## src/rtl/rot3_sched.sv

```systemverilog
// rot3_sched: command sequencer for a three-register rotation bank.
// Commands arrive on a valid/ready handshake and are accepted only in IDLE.
// LOAD and CLEAR act on the accept edge. A rotation of N steps applies one
// concurrent step per clock in RUN. Every command ends with a one-cycle DONE
// state, and that state drives the done pulse.
module rot3_sched #(
    parameter int WIDTH = 8,
    parameter int CNT_W = 4
) (
    input  logic             clk,
    input  logic             rst_n,
    input  logic             cmd_valid,
    output logic             cmd_ready,
    input  logic [1:0]       cmd_op,
    input  logic [CNT_W-1:0] cmd_count,
    input  logic [WIDTH-1:0] load_a,
    input  logic [WIDTH-1:0] load_b,
    input  logic [WIDTH-1:0] load_c,
    output logic [WIDTH-1:0] a_out,
    output logic [WIDTH-1:0] b_out,
    output logic [WIDTH-1:0] c_out,
    output logic             busy,
    output logic             done,
    output logic [CNT_W-1:0] steps_done
);

    localparam logic [1:0] OP_LOAD    = 2'b00;
    localparam logic [1:0] OP_ROT_FWD = 2'b01;
    localparam logic [1:0] OP_ROT_REV = 2'b10;
    localparam logic [1:0] OP_CLEAR   = 2'b11;

    typedef enum logic [1:0] {
        IDLE = 2'd0,
        RUN  = 2'd1,
        DONE = 2'd2
    } state_t;

    state_t           state;
    logic             dir_rev;
    logic [CNT_W-1:0] remaining;
    logic [CNT_W-1:0] steps;
    logic [WIDTH-1:0] reg_a;
    logic [WIDTH-1:0] reg_b;
    logic [WIDTH-1:0] reg_c;

    // Status outputs are decoded from the state register only, so they never depend combinationally on inputs
    assign cmd_ready  = (state == IDLE);
    assign busy       = (state == RUN);
    assign done       = (state == DONE);
    assign a_out      = reg_a;
    assign b_out      = reg_b;
    assign c_out      = reg_c;
    assign steps_done = steps;

    // Sequencer FSM and rotation bank: accept in IDLE, step once per clock in RUN, then pulse DONE
    always_ff @(posedge clk or negedge rst_n) begin
        if (!rst_n) begin
            state     <= IDLE;
            dir_rev   <= 1'b0;
            remaining <= '0;
            steps     <= '0;
            reg_a     <= '0;
            reg_b     <= '0;
            reg_c     <= '0;
        end else begin
            case (state)
                IDLE: begin
                    if (cmd_valid) begin
                        steps <= '0;
                        case (cmd_op)
                            OP_LOAD: begin
                                reg_a <= load_a;
                                reg_b <= load_b;
                                reg_c <= load_c;
                                state <= DONE;
                            end
                            OP_CLEAR: begin
                                reg_a <= '0;
                                reg_b <= '0;
                                reg_c <= '0;
                                state <= DONE;
                            end
                            OP_ROT_FWD, OP_ROT_REV: begin
                                // A zero-step rotation completes without touching the bank
                                if (cmd_count == '0) begin
                                    state <= DONE;
                                end else begin
                                    dir_rev   <= (cmd_op == OP_ROT_REV);
                                    remaining <= cmd_count;
                                    state     <= RUN;
                                end
                            end
                            default: state <= IDLE;
                        endcase
                    end
                end
                RUN: begin
                    // All right-hand sides are pre-edge values, so this is a true concurrent rotation
                    if (dir_rev) begin
                        reg_a <= reg_c;
                        reg_b <= reg_a;
                        reg_c <= reg_b;
                    end else begin
                        reg_a <= reg_b;
                        reg_b <= reg_c;
                        reg_c <= reg_a;
                    end
                    remaining <= remaining - 1'b1;
                    steps     <= steps + 1'b1;
                    if (remaining == {{(CNT_W-1){1'b0}}, 1'b1}) begin
                        state <= DONE;
                    end
                end
                DONE: begin
                    state <= IDLE;
                end
                default: begin
                    state <= IDLE;
                end
            endcase
        end
    end

endmodule

```

## config.mk

```make
export PLATFORM = sky130hd
export DESIGN_NAME = rot3_sched
export DESIGN_NICKNAME = d
export VERILOG_FILES = /design/src/rtl/rot3_sched.sv
export SDC_FILE = /design/constraint.sdc
export NUM_CORES = 1
export LEC_CHECK = 0
export CAP_MARGIN = 20
export CORE_MARGIN = 2
export CORE_UTILIZATION = 45
export DETAILED_ROUTE_END_ITERATION = 10
export PLACE_DENSITY = 0.78
export SETUP_SLACK_MARGIN = 0.05
export SYNTH_ARGS = -nofsm -noshare
export SYNTH_HDL_FRONTEND = slang
export SYNTH_SLANG_ARGS = --single-unit
export TNS_END_PERCENT = 20
```

## constraint.sdc

```tcl
create_clock -name clk -period 1.65 [get_ports clk]
set_clock_uncertainty 0.15 [all_clocks]
set_input_delay 0.33 -clock clk [delete_from_list [all_inputs] [get_ports clk]]
set_output_delay 0.33 -clock clk [all_outputs]
set_load 0.02 [all_outputs]
```

After elaboration in Yosys (flattened, before gate mapping)
Cells that the tools add are included.
Storage, ports and cells
  register bits: 35
  input bits: 33
  output and inout port bits: 31
  word-level logic and storage cells: 55
Cells by class
  add/sub/neg operators: 2
  equality and inequality tests: 11
  mux-type cells: 23
  bitwise operators: 1
  reduce and logical (&&, ||, !) cells: 11
Operators by type and width (count)
  $pmux 8 s2: 6
  $mux 8: 6
  $mux 4: 4
  $pmux 4 s2: 2
  $pmux 2 s2: 2
  $reduce_and 4->1: 2
  $eq 2x2->1 const B: 3
  $mux 2: 3
  $add 4x1->4 const B: 1
  $eq 2x1->1 const B: 2
  $eq 4x1->1 const B: 1
  $logic_not 2->1: 2
  $logic_not 4->1: 1
  $ne 2x1->1 const B: 2
  $ne 2x2->1 const B: 2
  $reduce_and 2->1: 2
  $reduce_or 2->1: 2
  $sub 4x1->4 const B: 1
  $ne 3x1->1 const B: 1
  $reduce_and 3->1: 1
  $reduce_bool 2->1: 1
  $not 1->1: 1

Depth between registers and ports, before layout
  depth in word-level cells: 5
  depth in mapped cells: 7
  mapped depth without buffers: 6

Worst setup path before layout
No wires, ideal clock.
  path type: register to register
  start: reg state[0]
  end: reg dir_rev
  setup time: 0.127 ns
  data arrival time: 1.393 ns
  slack: -0.021 ns
  cell stages (with the launch flop): 5
  clock period less this slack: 1.671 ns
  cells stage by stage: dfrtp_1 clkbuf_1 nor2_1 nand2_2 mux2_1
Between the ends
  longest elaborated chain between the ends: 2
Ends and longest elaborated chain
  start, declared: RTL line 38  | state_t state;
  start signal, assigned: RTL line 58  | state <= IDLE;
  start signal, assigned: RTL line 75  | state <= DONE;
  start signal, assigned: RTL line 81  | state <= DONE;
  $logic_not 2->1
  via cmd_ready: RTL line 13  | output logic cmd_ready,
  $reduce_and 4->1 (no source line)
  end signal, assigned: RTL line 88  | dir_rev <= (cmd_op == OP_ROT_REV);
  end, declared: RTL line 39  | logic dir_rev;
The timed path passes the listed nets, and every way through them passes these cells.
A chain may end at the register's enable or synchronous reset.

Final worst setup path
  start: in cmd_valid
  end: reg remaining[2]
Between the ends
  longest elaborated chain between the ends: 2
Ends and longest elaborated chain
  start, declared: RTL line 12  | input logic cmd_valid,
  $ne 2x2->1 (no source line)
  $reduce_and 4->1 (no source line)
  end signal, assigned: RTL line 89  | remaining <= cmd_count;
  end signal, assigned: RTL line 108  | remaining <= remaining - 1'b1;
  end, declared: RTL line 40  | logic [CNT_W-1:0] remaining;
Every way passes these cells.

==> flow_metrics.py <==
metrics = {
    "layout": {
        "multiInputGateArea_mm2": 0.00108,
        "final_core_util_pct": 69.7,
        "areaGrowthSynthToFinish_pct": 49.6,
        "layout-drive-gt1-share_pct": 17.9,
        "fin_cells": 365,
        "seqCellArea_um2": 877,
        "fillCellCount": 376,
        "fin_nets": 351,
        "antenna_cells_inserted": 0,
    },
    "worst_setup_path": {
        "ff2ff_setup_slack_ps": 110,
        "crit_type": "input pin to register",
        "r2r_end": "b_out[6]$_DFFE_PN0P_",
        "r2r_cells": 6,
        "cp_max_fo": 4,
        "slowest_stage": "clkdlybuf4s50_1",
        "worst-path-buf-inv": 2,
        "start_kind": "input pin",
        "critical_path.most_common_cell": "and2_4",
        "crit_family": "buffers and inverters",
        "arrival_ps": 1620,
        "cp_cell_sequence": "clkdlybuf4s50_1, and2_4, and2_4, nand2_4, buf_4, a32o_1",
        "crit-reg2reg-launch": "state[0]$_DFFE_PN0P_",
        "crit_required_ps": 1670,
        "crit_path_start": "cmd_valid",
        "slowest_delay_ps": 530,
        "crit_path_end_kind": "register",
    },
    "sta": {
        "max-slew-margin-rel_pct": 70.2,
        "period_minus_slack_ps": 1600,
        "fin_crit_sh_pct": 97.0,
        "final-hold-violation-count": 0,
        "finalSetupViolations": 0,
        "worst_slew_pin_slew_ps": 446,
        "hold_ws_ps": 283,
        "fin_setup_tns_ps": 0,
        "rsz0062_at_grt": "yes",
        "drv_slew": 0,
        "fmax_mhz": 625,
    },
    "floorplanning": {
        "pin_count": 64,
        "core_area_mm2": 0.00432,
        "std_cell_rows": 24,
        "die_h_um": 70.9,
        "die_w_um": 70.9,
        "die_area_mm2": 0.00503,
        "start_util_pct": 46.6,
    },
    "pwr": {
        "totalPowerFinal_mw": 6.05,
        "power.leakage_nw": 1.37,
        "powerDensity_mw_per_mm2": 2010,
        "ir_drop_v": 0.00101,
    },
    "route": {
        "drtIter0Drc": 97,
        "antenna_left": 0,
        "dr_total_vias": 1973,
        "drc": 0,
        "first_pass_iters": 4,
        "wl_per_cell_um": 14.1,
        "vias_per_cell": 5.41,
        "routed_wl_um": 5140,
    },
    "global_routing": {
        "first_global_vias": 1875,
        "grt_pass1_wl_um": 8460,
        "grtUsageTotal_pct": 20.9,
        "antenna_found_initial": 0,
        "grt_use_met1_pct": 27.5,
        "gr-total-overflow": 0,
        "grt_start_max_net_pins": 49,
        "grtUsageMet2_pct": 35.5,
        "grt.met3_usage_pct": 3.13,
        "grt-busiest-layer": "met2",
    },
    "clocking": {
        "clock_latency_ps": 290,
        "cts_buffers": 5,
        "h-tree-depth": 2,
        "cts_tree": "done",
        "cts.path.max_buffers": 2,
        "clockRootBuffer": "clkbuf_8",
        "clock_sinks": 35,
        "clkTransAtPathRegs_ps": 70,
    },
    "yosys": {
        "ys_seq_elements": 35,
        "synth_area_leaders": "dfrtp_1 43%, mux2i_1 12%, nor2_1 9.3%",
        "postSynthAreaPerCell_um2": 8.76,
        "netlist_instances": 230,
        "yosysWarnings": 0,
        "syn_area_mm2": 0.00201,
        "syn_nets": 269,
        "synth_cell_types": 32,
        "yosysTopAreaCell": "dfrtp_1",
        "synth_top_area_share_pct": 43.5,
        "ys_seq_area_share_pct": 43.5,
    },
    "run_status": {
        "status": "finished, final reports clean",
    },
    "flow_run": {
        "max_cap_viol_count": 0,
    },
    "place": {
        "gp_congestion": 0.788,
        "dp.cells": 352,
        "hpwl_um": 3520,
        "io_buffers": 63,
    },
    "hold_path": {
        "hold_depth": 3,
        "hp-class": "input pin to register",
        "holdPathEnd": "remaining[1]$_DFFE_PN0P_",
        "min-delay-start": "cmd_count[1]",
    },
}
[registers in the layout, indices dropped and copies added (netlist names)]
name / cells
steps_done: 4
c_out: 8
b_out: 8
dir_rev: 1
a_out: 8
remaining: 4
state: 2
[cells in the final DEF, fill, tap and decap left out, types with 2 or more instances in the layout]
| cell | count |
|---|---|
| mux2i_1 | 24 |
| o21ai_0 | 6 |
| and2_4 | 2 |
| o31ai_1 | 2 |
| buf_2 | 2 |
| nor2_1 | 49 |
| inv_1 | 8 |
| clkdlybuf4s50_1 | 25 |
| a21o_1 | 2 |
| dlygate4sd2_1 | 31 |
| nand3_1 | 2 |
| dfrtp_1 | 34 |
| a21oi_1 | 26 |
| clkbuf_2 | 2 |
| clkbuf_8 | 6 |
| a31oi_1 | 25 |
| nand2_1 | 7 |
| ha_1 | 5 |
| buf_4 | 25 |
| buf_12 | 3 |
[through the flow]
step,worst slack (ps),instance area [um2]
floorplan,-16.9,2020
finish,50.1,3010
detailed placement,-559,2850
global route,16.2,3010
global placement,-544,2850
CTS,50.5,2990
[routing by layer]
layer | wire length, um | share of wire, % | vias to the layer above
met5 | 0 | 0 | -
met4 | 55 | 1.1 | 0
li1 | - | - | 982
met3 | 221 | 4.3 | 4
met1 | 2290 | 44 | 935
met2 | 2580 | 50 | 52
[layout make-up]
cell class	count	area share, %
Clock buffer	6	2.74
Clock inverter	2	1.16
Inverter	9	1.12
Multi-Input combinational cell	169	36.0
Sequential cell	35	29.1
Tap cell	52	2.16
Timing Repair Buffer	92	27.7
[report_power, final]
| group | switching [mW] | leakage [nW] | internal [mW] |
|---|---|---|---|
| sequential | 0.451 | 0.413 | 1.30 |
| combinational | 1.94 | 0.897 | 1.55 |
| clock | 0.311 | 0.0612 | 0.489 |
| total | 2.70 | 1.37 | 3.34 |
[Yosys cell counts (all sizes together)]
| cell type | number |
|---|---|
| a211oi | 1 |
| a21o | 2 |
| a21oi | 28 |
| a221oi | 1 |
| a22o | 1 |
| a31oi | 25 |
| a32o | 1 |
| and2 | 2 |
| buf | 11 |
| clkbuf | 6 |
| dfrtp | 35 |
| ha | 6 |
| inv | 9 |
| mux2 | 1 |
| mux2i | 24 |
| nand2 | 8 |
| nand2b | 1 |
| nand3 | 2 |
| nand4 | 1 |
| nor2 | 50 |
| nor3 | 1 |
| nor3b | 1 |
| nor4 | 1 |
| o21ai | 8 |
| o22ai | 1 |
| o31ai | 2 |
| or4 | 1 |
[cell families after synthesis]
kind of cell / synth area share (%)
AO/OA/AOI/OAI: 20.4
adder cells (fa/ha/maj): 3.73
buffers and inverters: 5.53
flip-flops: 43.5
multiplexers: 12.5
AND/OR/NAND/NOR: 14.3
[how the worst max path moves through the flow]
stage	end	slack [ps]	cells after the start
after floorplan	dir_rev$_DFFE_PN0P_	-20	4
after global placement	dir_rev$_DFFE_PN0P_	-540	7
after detailed placement	dir_rev$_DFFE_PN0P_	-560	7
after CTS	dir_rev$_DFFE_PN0P_	50	5
after global routing	b_out[7]$_DFFE_PN0P_	20	6
final	remaining[2]$_DFFE_PN0P_	50	6
[worst min-delay path: stages]
cell      delay (ps)
clkbuf_2         100
o21ai_0          120
a21oi_2          140
[timing repair]
| action | 4_1_cts | 5_1_grt |
|---|---|---|
| gates resized for setup | 59 | 11 |
| endpoints found under the setup margin | 62 | 30 |
| pin swaps | 7 | 3 |
| hold buffers | 1 | 0 |
| setup buffers | 4 | 0 |
| hold endpoints to repair | 35 | 0 |
Note: power is estimated with default switching activity, not from simulation.
